==> src/rtl/reg_sel_pkg.sv <==
// reg_sel_pkg: shared constants and helpers for the register select /
// scoreboard unit.
//   MAX_REGS / MAX_IDX_W : largest supported register file (32 entries)
//   *_DEF                : default register count and IR field positions
//   onehot()             : index -> one-hot mask, sized for MAX_REGS; callers
//                          keep the low NUM_REGS bits
package reg_sel_pkg;

    localparam int MAX_REGS     = 32;
    localparam int MAX_IDX_W    = 5;
    localparam int NUM_REGS_DEF = 16;
    localparam int RA_LSB_DEF   = 23;
    localparam int RB_LSB_DEF   = 19;
    localparam int RC_LSB_DEF   = 15;

    typedef logic [MAX_REGS-1:0] reg_mask_t;

    function automatic reg_mask_t onehot(input logic [MAX_IDX_W-1:0] idx);
        reg_mask_t v;
        v      = '0;
        v[idx] = 1'b1;
        return v;
    endfunction

endpackage

==> src/rtl/reg_scoreboard.sv <==
// reg_scoreboard: one pending-write bit per register plus a sticky WAW flag.
//   clk, clr           : clock, async active-high reset
//   issue_wr, set_idx  : mark set_idx as having an outstanding write
//   retire_wr, retire_idx : clear the pending bit of retire_idx
//   rd_idx, rd_hit     : read lookup; a same-cycle retire of rd_idx masks the hit
//   pending_vec        : scoreboard contents
//   err_waw            : sticky, issue to a register still pending
module reg_scoreboard
    import reg_sel_pkg::*;
#(
    parameter int NUM_REGS = NUM_REGS_DEF,
    parameter int IDX_W    = $clog2(NUM_REGS)
) (
    input  logic                clk,
    input  logic                clr,
    input  logic                issue_wr,
    input  logic [IDX_W-1:0]    set_idx,
    input  logic                retire_wr,
    input  logic [IDX_W-1:0]    retire_idx,
    input  logic [IDX_W-1:0]    rd_idx,
    output logic                rd_hit,
    output logic [NUM_REGS-1:0] pending_vec,
    output logic                err_waw
);

    logic                set_retiring;
    logic                rd_retiring;
    logic [NUM_REGS-1:0] pend_nxt;

    assign set_retiring = retire_wr && (retire_idx == set_idx);
    assign rd_retiring  = retire_wr && (retire_idx == rd_idx);
    assign rd_hit       = pending_vec[rd_idx] && !rd_retiring;

    // Clear first, then set, so a same-index set/clear leaves the bit set.
    always_comb begin
        pend_nxt = pending_vec;
        if (retire_wr) pend_nxt[retire_idx] = 1'b0;
        if (issue_wr)  pend_nxt[set_idx]    = 1'b1;
    end

    always_ff @(posedge clk or posedge clr) begin
        if (clr) begin
            pending_vec <= '0;
            err_waw     <= 1'b0;
        end else begin
            pending_vec <= pend_nxt;
            if (issue_wr && pending_vec[set_idx] && !set_retiring)
                err_waw <= 1'b1;
        end
    end

endmodule

==> src/rtl/reg_select_sb.sv <==
// reg_select_sb: picks ra/rb/rc from IR (Gra > Grb > Grc, else the held
// index), turns it into one-hot register load/drive strobes, handles the
// R0-as-zero base-address case and stalls reads of registers with an
// outstanding write.
//   clk, clr              : clock, async active-high reset
//   Gra/Grb/Grc, IR       : field select and instruction register
//   Rin/Rout/BAout        : strobe requests (Rin has priority)
//   issue_wr, retire_wr, retire_idx : scoreboard updates (ra field is the set index)
//   Rin_vec/Rout_vec      : one-hot load / bus-drive enables
//   zero_out              : drive constant 0 for BAout of R0
//   sel_idx, stall        : effective index, read blocked by pending write
//   pending_vec, err_waw  : scoreboard contents, sticky WAW error
module reg_select_sb
    import reg_sel_pkg::*;
#(
    parameter int NUM_REGS   = NUM_REGS_DEF,
    parameter int IDX_W      = $clog2(NUM_REGS),
    parameter int IR_W       = 32,
    parameter int RA_LSB     = RA_LSB_DEF,
    parameter int RB_LSB     = RB_LSB_DEF,
    parameter int RC_LSB     = RC_LSB_DEF,
    parameter bit BA_ZERO_R0 = 1'b1
) (
    input  logic                clk,
    input  logic                clr,
    input  logic                Gra,
    input  logic                Grb,
    input  logic                Grc,
    input  logic                Rin,
    input  logic                Rout,
    input  logic                BAout,
    input  logic [IR_W-1:0]     IR,
    input  logic                issue_wr,
    input  logic                retire_wr,
    input  logic [IDX_W-1:0]    retire_idx,
    output logic [NUM_REGS-1:0] Rin_vec,
    output logic [NUM_REGS-1:0] Rout_vec,
    output logic                zero_out,
    output logic [IDX_W-1:0]    sel_idx,
    output logic                stall,
    output logic [NUM_REGS-1:0] pending_vec,
    output logic                err_waw
);

    if (RA_LSB + IDX_W > IR_W || RB_LSB + IDX_W > IR_W || RC_LSB + IDX_W > IR_W)
    begin : g_bad_fields
        $error("reg_select_sb: IR field does not fit in IR_W");
    end
    if (NUM_REGS < 2 || NUM_REGS > MAX_REGS || (1 << IDX_W) != NUM_REGS)
    begin : g_bad_regs
        $error("reg_select_sb: NUM_REGS must be a power of two in 2..32");
    end

    logic [IDX_W-1:0] ra, rb, rc;
    logic [IDX_W-1:0] held_idx;
    logic [IDX_W-1:0] cur_idx;
    reg_mask_t        sel_oh;
    logic             rd_hit;
    logic             unused_bits;

    assign ra = IR[RA_LSB +: IDX_W];
    assign rb = IR[RB_LSB +: IDX_W];
    assign rc = IR[RC_LSB +: IDX_W];

    always_comb begin
        cur_idx = held_idx;
        if (Gra)      cur_idx = ra;
        else if (Grb) cur_idx = rb;
        else if (Grc) cur_idx = rc;
    end

    assign sel_idx = cur_idx;
    assign sel_oh  = onehot(MAX_IDX_W'(cur_idx));

    // With no G* asserted cur_idx is held_idx, so this holds its value.
    always_ff @(posedge clk or posedge clr) begin
        if (clr) held_idx <= '0;
        else     held_idx <= cur_idx;
    end

    reg_scoreboard #(
        .NUM_REGS (NUM_REGS),
        .IDX_W    (IDX_W)
    ) u_sb (
        .clk         (clk),
        .clr         (clr),
        .issue_wr    (issue_wr),
        .set_idx     (ra),
        .retire_wr   (retire_wr),
        .retire_idx  (retire_idx),
        .rd_idx      (cur_idx),
        .rd_hit      (rd_hit),
        .pending_vec (pending_vec),
        .err_waw     (err_waw)
    );

    always_comb begin
        Rin_vec  = '0;
        Rout_vec = '0;
        zero_out = 1'b0;
        stall    = 1'b0;
        if (Rin) begin
            Rin_vec = sel_oh[NUM_REGS-1:0];
        end else if (BAout && BA_ZERO_R0 && cur_idx == '0) begin
            // Base address through R0 means literal zero; never stalled.
            zero_out = 1'b1;
        end else if (Rout || BAout) begin
            stall = rd_hit;
            if (!rd_hit) Rout_vec = sel_oh[NUM_REGS-1:0];
        end
    end

    // Only the field bits of IR and the low NUM_REGS one-hot bits matter.
    assign unused_bits = ^{IR, sel_oh};

endmodule
==> config.mk <==
export PLATFORM = sky130hd
export DESIGN_NAME = reg_select_sb
export DESIGN_NICKNAME = d
export VERILOG_FILES = /design/src/rtl/reg_sel_pkg.sv /design/src/rtl/reg_scoreboard.sv /design/src/rtl/reg_select_sb.sv
export SDC_FILE = /design/constraint.sdc
export NUM_CORES = 1
export LEC_CHECK = 0
export CAP_MARGIN = 30
export CORE_MARGIN = 8
export CORE_UTILIZATION = 35
export CTS_BUF_LIST = sky130_fd_sc_hd__clkbuf_16
export DETAILED_ROUTE_END_ITERATION = 16
export DONT_BUFFER_PORTS = 1
export MAX_ROUTING_LAYER = met4
export SYNTH_ARGS = -nofsm -noshare
export SYNTH_HDL_FRONTEND = slang
export SYNTH_SLANG_ARGS = --single-unit
==> constraint.sdc <==
create_clock -name clk -period 2.64 [get_ports clk]
set_input_delay 0.396 -clock clk [delete_from_list [all_inputs] [get_ports clk]]
set_output_delay 0.396 -clock clk [all_outputs]
set_load 0.005 [all_outputs]
# Word-level counts from Yosys, hierarchy flattened
# Cells that the tools add are included.
# Widths: inputs -> output; s select.
[word_totals]
wordCells = 53
reg_bits = 21
[op_classes]
magnitude_cmp = 7
mux = 25
n_eq_ne = 2
n_reduce_logical = 13
bitwise_logic = 3
[op_table]
columns = ["op", "n"]
rows = [
  ["$mux 16", 7],
  ["$and 16x16->16", 1],
  ["$not 16->16", 1],
  ["$or 16x16->16", 1],
  ["$lt 4x5->1 const B", 3],
  ["$demux 1 s4", 3],
  ["$ge 4x1->1 const B", 3],
  ["$mux 4", 3],
  ["$mux 1", 10],
  ["$logic_and 1x1->1", 9],
  ["$bmux 1 s4", 2],
  ["$eq 4x4->1", 2],
  ["$lt 4x6->1 const B", 1],
  ["$logic_not 4->1", 1],
  ["$logic_not 1->1", 2],
  ["$logic_or 1x1->1", 1],
]

# Logic depth before layout (Yosys ltp)
# Gate-level depths: netlist of the first run.
[depth]
word_depth = 11
ltp_mapped = 11
mapped_depth_nobuf = 8

# Modules after synthesis
# Synthesis of the first run repeated with hierarchy kept, for this count alone.
[hier_totals]
cells_unflattened = 216
area_unflattened_um2 = 1934.4
[by_module_without_submodules]
columns = ["module", "cells_per_inst", "instances", "area_each_um2"]
rows = [
  ["reg_scoreboard", 104, 1, 1093.5],
  ["reg_select_sb", 112, 1, 840.8],
]

# Worst setup path before layout of the first run
# Ideal clock, no wire load.
[synth_timing]
kind = "in2out"
start = "in Gra"
end = "out Rout_vec[10]"
n_path_buf = 3
required_time_ps = 2244
path_slack_ps = 63
t_arrival_ps = 2181
path_stages = 11
cell_sequence = "buf_6 and2b_1 a221o_2 inv_2 buf_6 xnor2_1 nand4_1 o22ai_1 nor3_4 buf_6 nor4_1"
[synth_between]
elab_chain_cells = 9
word_cells_on_any_way = 18
cone_classes = "2 x order compare; 1 x eq/ne; 9 x mux; 6 x reduce/logical"
[synth_rtl]
columns = ["element", "line", "text"]
rows = [
  ["start, declared", "reg_select_sb.sv:26", "input logic Gra,"],
  ["$mux 4 (*)", "reg_select_sb.sv:67", "if (Gra) cur_idx = ra;"],
  ["via sel_idx[0]", "reg_select_sb.sv:39", "output logic [IDX_W-1:0] sel_idx,"],
  ["$lt 4x6->1 (implied by the code) (tied with other cells)", "reg_sel_pkg.sv:21", "v[idx] = 1'b1;"],
  ["$logic_and 1x1->1, on equally long branches", "reg_sel_pkg.sv:21, reg_scoreboard.sv:31", ""],
  ["$mux 1 (implied by the code) or $logic_not 1->1 (tied branches)", "reg_sel_pkg.sv:21, reg_scoreboard.sv:32", ""],
  ["$demux 1 s4 or $logic_and 1x1->1 (tied branches)", "reg_sel_pkg.sv:21, reg_scoreboard.sv:32", ""],
  ["$mux 16", "reg_select_sb.sv:109", "if (!rd_hit) Rout_vec = sel_oh[NUM_REGS-1:0];"],
  ["$mux 16", "reg_select_sb.sv:107", "end else if (Rout || BAout) begin"],
  ["$mux 16 (*)", "reg_select_sb.sv:104", "end else if (BAout && BA_ZERO_R0 && cur_idx == '0) begin"],
  ["$mux 16 (*)", "reg_select_sb.sv:102", "if (Rin) begin"],
  ["end, declared", "reg_select_sb.sv:37", "output logic [NUM_REGS-1:0] Rout_vec,"],
]
# Mark *: on every way through the listed nets, which the timed path passes. The rest lies on a longest branch. The select of a mux whose other input is x is not followed.

# Final worst setup path of the first run
[layout_timing]
start = "reg held_idx[0]"
end = "out Rout_vec[13]"
[layout_between]
elab_chain_cells = 11
word_cells_on_any_way = 20
cone_classes = "2 x order compare; 1 x eq/ne; 11 x mux; 6 x reduce/logical"
[layout_rtl]
columns = ["element", "line", "text"]
rows = [
  ["start, declared", "reg_select_sb.sv:55", "logic [IDX_W-1:0] held_idx;"],
  ["start signal, assigned", "reg_select_sb.sv:78", "else held_idx <= cur_idx;"],
  ["$mux 4 (*)", "reg_select_sb.sv:69", "else if (Grc) cur_idx = rc;"],
  ["$mux 4 (*)", "reg_select_sb.sv:68", "else if (Grb) cur_idx = rb;"],
  ["$mux 4 (*)", "reg_select_sb.sv:67", ""],
  ["$lt 4x6->1 (implied by the code) (tied with other cells)", "reg_sel_pkg.sv:21", ""],
  ["$logic_and 1x1->1, on equally long branches", "reg_sel_pkg.sv:21, reg_scoreboard.sv:31", ""],
  ["$mux 1 (implied by the code) or $logic_not 1->1 (tied branches)", "reg_sel_pkg.sv:21, reg_scoreboard.sv:32", ""],
  ["$demux 1 s4 or $logic_and 1x1->1 (tied branches)", "reg_sel_pkg.sv:21, reg_scoreboard.sv:32", ""],
  ["$mux 16", "reg_select_sb.sv:109", ""],
  ["$mux 16", "reg_select_sb.sv:107", ""],
  ["$mux 16 (*)", "reg_select_sb.sv:104", ""],
  ["$mux 16 (*)", "reg_select_sb.sv:102", ""],
]
# Mark *: on every way between the ends. The rest lies on a longest branch, timed or not. The select of a mux whose other input is x is not followed.

==> results of run 1 <==
-- routing by layer --
| metal | vias to the layer above | wire (um) | track usage, % |
|---|---|---|---|
| li1 | 789 | - | - |
| met5 | - | 0 | - |
| met1 | 825 | 2340 | 17.6 |
| met2 | 77 | 2980 | 24.8 |
| met4 | 0 | 69 | 5.32 |
| met3 | 7 | 651 | 6.23 |
-- final cells by class --
| type | instances | area, um^2 | share of cell area (%) |
|---|---|---|---|
| clock buffer | 3 | 75.1 | 3.49 |
| clock inverter | 1 | 5.00 | 0.233 |
| inverter | 8 | 30.0 | 1.40 |
| multi-input combinational | 162 | 1190 | 55.2 |
| sequential | 21 | 526 | 24.4 |
| tap | 70 | 87.6 | 4.07 |
| timing repair buffer | 27 | 239 | 11.1 |
-- power by group --
group,internal (mW),switching [mW]
registers,0.382,0.0904
clock network,0.204,0.128
logic,0.194,0.218
total,0.780,0.436
-- worst max-delay path, stage by stage, from the launching register on --
cell	delay (ps)
dfrtp_1	320
mux2i_1	60
a221o_2	450
inv_2	120
buf_6	120
nand2_4	50
a32oi_2	220
o22ai_2	140
nor3_4	210
buf_12	180
nor4b_2	60
buf_4	130
-- cell families (layout without fill, tap and decap cells) --
family                    Yosys count  after routing
xor gates and xnor gates            8              8
muxes                              14             14
AOI/OAI and AO/OA                  52             52
and+or+nand+nor                    88             88
DFF                                21             21
buffers and inverters              20             39
-- synthesized netlist by cell type (2+ instances only) --
cell type  instances  area share, %
mux2_2             2            1.3
dfrtp_1           21             30
mux4_2             5            6.4
nand2b_1           3            1.1
xor2_1             4            2.0
xnor2_1            4            2.0
nand4_1            2           0.71
nor2_1            24            5.1
a32oi_1            3            1.5
a31oi_2            2            1.4
nand3b_1           2           0.85
a21oi_1            4            1.1
o21ai_0           33            9.4
inv_1              7            1.5
o22ai_1            2           0.71
nor3_1             2           0.57
nor4_1            14            5.0
nand2_1           20            4.3
nor4b_1            3            1.5
nor3b_1            4            1.7
mux2i_1            6            3.4
clkbuf_8           3            2.3
buf_6              6            3.8
nand3_1            7            2.0
-- path summary, 6_finish.rpt --
kind                                 startpoint              endpoint  slack [ps]  depth (start not counted)
max                                 held_idx[0]          Rout_vec[13]         -90                         11
min                                         clr   u_sb.pending_vec[6]         180                          1
max reg2reg                u_sb.pending_vec[15]          u_sb.err_waw         810                          3
min reg2reg                        u_sb.err_waw          u_sb.err_waw         520                          1
max in group asynchronous                   clr           held_idx[2]        1960                          1
min in group clk                         IR[23]  u_sb.pending_vec[12]         240                          1
-- state kept, by name, summed over array words and instances (netlist names) --
name / cells
held_idx: 4
u_sb.err_waw: 1
u_sb.pending_vec: 16
-- what timing repair did --
action / in CTS / in global routing
resized for setup: 15 / 6
endpoints found under the hold margin: 0 / 0
hold buffers: 0 / 0
pin swaps: 7 / 3
setup buffers: 2 / 0
endpoints found under the setup margin: 17 / 17
-- through the flow --
stage                     total power, mW  setup slack [ps]  hold slack [ps]  setup TNS (ps)  cells
after global placement              0.838             -54.6              476            -143    287
after floorplan                     0.723              63.2              373               0    203
after global routing                 1.28              -200              263           -2630    292
after detailed placement            0.841             -50.0              486            -145    287
final                                1.22             -90.3              181            -704    292
after CTS                            1.21             -45.9              206            -208    292
==> flow_summary.yaml, run 1 <==
status:
  outcome: "complete, but fails checks"
  failed_checks: "negative setup slack"
clocking:
  cts.sinks: 21
  htreeDepth: 1
  cts_tree: "built"
  numCtsBuffers: 3
  cts.path.max_buffers: 2
  cts_root_buffer: "clkbuf_16"
  insertion_delay_ps: 260
  clkTransAtPathRegs_ps: 60
synth:
  synth_seq_cells: 21
  postSynth.asyncResetShare_pct: 100
  netlist_area_mm2: 0.00177
  avgSynthCellArea_um2: 8.70
  synthSimpleGateAreaFrac_pct: 26.3
  yosys_warnings: 0
  synth.yosys.seq_area_share_pct: 29.8
  synth-xor-area-share_pct: 3.97
  synth_compound_area_share_pct: 18.6
  synth_fa_ha_area_share_pct: 0
  synth_nets: 249
  ys_types: 44
  synth_top_family_by_area: "simple AND/OR/NAND/NOR gates"
  synth-edff-count: 0
  synthCells: 203
  synth_ff_type: "dfrtp_1"
  synthMuxAreaShare_pct: 12.3
cells_and_area:
  design_area_mm2: 0.00215
  fillers: 480
  drive_gt1_share_pct: 29.3
  fin_nets: 269
  layout_commonest_cell: "o21ai_0"
  area_growth_pct: 21.8
  final_cell_mix: "o21ai_0 (33), nor2_1 (23), buf_4 (22), dfrtp_1 (21), nand2_1 (18)"
  n_antenna_cell: 0
  post-route-util_pct: 43.2
timing:
  maxSlewHeadroom_pct: 46.0
  postLayoutSetupSlackWorst_ps: -90.3
  skew_ps: 3.35
  setup-violations-final: 13
  fmax_ghz: 0.366
  final_hold_viol_count: 0
  slew_violations: 0
  worst_slew_pin_slew_ps: 810
  min_period_over_period_pct: 103
  rsz0062_at_grt: "yes"
  min_period_ps: 2730
detailed_routing:
  totalWireLength_um: 6050
  vias: 1698
  drc: 0
  drtAntennaViolNets: 0
  post_drt_via_cell_ratio: 5.82
  dr.pass1.iters: 4
  wl_per_cell_um: 20.7
  drt_iter0_drc: 112
die:
  die_h_um: 87.0
  ios: 101
  dieArea_mm2: 0.00757
  die_w_um: 87.0
  coreArea_mm2: 0.00498
  row_count: 26
  start_util_pct: 35.5
placed_design:
  io_buffers: 0
  gp_congestion: 0.866
  hpwl_um: 4470
  dpl_cell_area_mm2: 0.00194
critical_path:
  path_class: "flop to output pin"
  crit_required_ps: 2240
  arrival_ps: 2330
  cp_max_fo: 16
  critPathCaptureType: "output pin"
  critPathLaunchType: "flop"
min_path:
  hp-class: "input pin to async pin"
power:
  vdd_drop_max_mv: 0.325
  power_leakage_nw: 0.806
  power.density_mw_per_mm2: 566
global_route:
  grt-ovfl-total: 0
  grtUsageTotal_pct: 15.7
  antenna_found_initial: 0
  grt_pass1_wl_um: 8940
  grt_start_max_net_pins: 22
  first_global_vias: 1651
run:
  maxCapViolations: 0
Note: power is estimated with default switching activity, not from simulation.
==> inputs of run 2 (changes only) <==
- CORE_UTILIZATION: 35 -> 45
- RECOVER_POWER: default -> 50
==> run 2 against run 1 <==
  * Critical endpoint is now Rout_vec[14]
  * Final cell count is 3.8% lower
  * First-iteration DRC count increased by 62%
  * Die area fell by 18%
  * Utilization is 18 points higher
  * Worst hold slack improved by 3.5 ps
  * The flow still finishes with violations (negative setup slack)
==> flow_summary.yaml, run 2 (same netlist as run 1, synthesis figures left out) <==
placed_design:
  dpl_cell_area_mm2: 0.00194
  dp_cells: 272
  pre_cts_ws_ps: -122
  io_buffers: 0
  hpwl_um: 4460
  gp_congestion: 0.899
timing:
  whs_ps: 185
  slew_violations: 0
  min_period_over_period_pct: 107
  final_hold_viol_count: 0
  min_period_ps: 2840
  postLayoutSetupSlackWorst_ps: -196
  skew_ps: 0.910
  setup-violations-final: 17
  maxSlewHeadroom_pct: 46.0
  rsz0062_at_grt: "yes"
  fmax_ghz: 0.353
  worst_slew_pin_slew_ps: 810
cells_and_area:
  instances_no_fill: 281
  drive_gt1_share_pct: 35.2
  fin_nets: 280
  reg_top3: "u_sb.pending_vec x16, held_idx x4, u_sb.err_waw x1"
  n_antenna_cell: 0
  layout_commonest_cell: "buf_4"
  regArea_um2: 526
  final_cell_mix: "buf_4 (36), o21ai_0 (33), nor2_1 (23), dfrtp_1 (21), nand2_1 (20)"
  fillers: 321
  post-route-util_pct: 61.1
  multi_input_area_mm2: 0.00127
  regMostFlops: "u_sb.pending_vec"
  design_area_mm2: 0.00227
  area_growth_pct: 28.7
  largest_reg_flops: 16
critical_path:
  path_class: "flop to output pin"
  critPathLaunchType: "flop"
  arrival_ps: 2440
  rrSetupSlack_ps: 870
  cp_max_fo: 16
  critPathCaptureType: "output pin"
  crit_required_ps: 2240
detailed_routing:
  post_drt_via_cell_ratio: 6.52
  dr.pass1.iters: 4
  drc: 0
  drt_iter0_drc: 181
  totalWireLength_um: 6220
  drtAntennaViolNets: 0
  wl_per_cell_um: 22.1
  vias: 1831
clocking:
  numCtsBuffers: 3
  clkTransAtPathRegs_ps: 60
  cts_root_buffer: "clkbuf_16"
  cts_tree: "built"
  htreeDepth: 1
  cts.sinks: 21
  insertion_delay_ps: 250
  cts.path.max_buffers: 2
global_route:
  first_global_vias: 1772
  grt-ovfl-total: 0
  grt_pass1_wl_um: 9260
  grtUsageTotal_pct: 18.8
  grt_start_max_net_pins: 22
  antenna_found_initial: 0
die:
  ios: 101
  coreArea_mm2: 0.00372
  die_w_um: 78.6
  start_util_pct: 47.5
  die_h_um: 78.6
  dieArea_mm2: 0.00618
  row_count: 22
status:
  failed_checks: "negative setup slack"
  outcome: "complete, but fails checks"
power:
  vdd_drop_max_mv: 0.306
  power_leakage_nw: 0.869
  power.density_mw_per_mm2: 545
min_path:
  hp-class: "input pin to async pin"
run:
  maxCapViolations: 0
==> run 2: changes by cell type in the layout (fill, tap and decap cells not counted), moves of 2 or more <==
cell and delta:
buf_4 +14, nor4_1 -10, nor4_2 +7, nor4_4 +3, buf_6 -2, nand2_1 +2
==> run 2: layout make-up <==
cell class | instances | share of cell area [%]
Sequential cell | 21 | 23.1
Inverter | 8 | 1.43
Timing Repair Buffer | 38 | 13.3
Clock inverter | 1 | 0.220
Tap cell | 48 | 2.64
Clock buffer | 3 | 3.30
Multi-Input combinational cell | 162 | 56.0
==> run 2: worst max-delay path, stage by stage, from the launching register on <==
cell and delay (ps):
dfrtp_1 330, mux2i_1 60, a221o_2 440, buf_6 160, nand2_1 80, a32oi_2 120
o22ai_2 270, nor3_4 80, buf_12 170, nor4_2 290, buf_4 170
==> run 2: metrics by stage <==
stage	setup TNS, ps	total power [mW]
finish	-1930	1.24
global route	-3460	1.30
CTS	-1470	1.19
detailed placement	-1500	0.813
global placement	-665	0.801
floorplan	0	0.723
==> run 2: final timing paths <==
path,start,endpoint,cells past startpoint
max,held_idx[0],Rout_vec[14],10
min reg2reg,u_sb.err_waw,u_sb.err_waw,1
max in group asynchronous,clr,held_idx[0],1
min in group clk,IR[23],u_sb.pending_vec[14],1
min,clr,u_sb.pending_vec[15],1
max reg2reg,u_sb.pending_vec[11],u_sb.err_waw,3
==> run 2: power breakdown <==
group / internal [mW] / switching (mW) / total (mW) / leakage [nW]
Combinational: 0.200 / 0.246 / 0.446 / 0.582
Clock: 0.204 / 0.121 / 0.324 / 0.0409
Sequential: 0.383 / 0.0857 / 0.468 / 0.246
==> run 2: timing repair <==
action                     CTS  global route
gates resized for setup     13            17
setup buffers                3             2
pin swaps                    3             5
hold buffers                 0             0
setup endpoints to repair   17            17
==> run 2: per-layer routing <==
metal | vias to the layer above | GRT usage [%] | share of wire [%]
li1 | 815 | - | -
met5 | - | - | 0
met1 | 898 | 21.8 | 37
met2 | 101 | 31.2 | 50
met4 | 0 | 5.74 | 2.2
met3 | 17 | 4.90 | 11
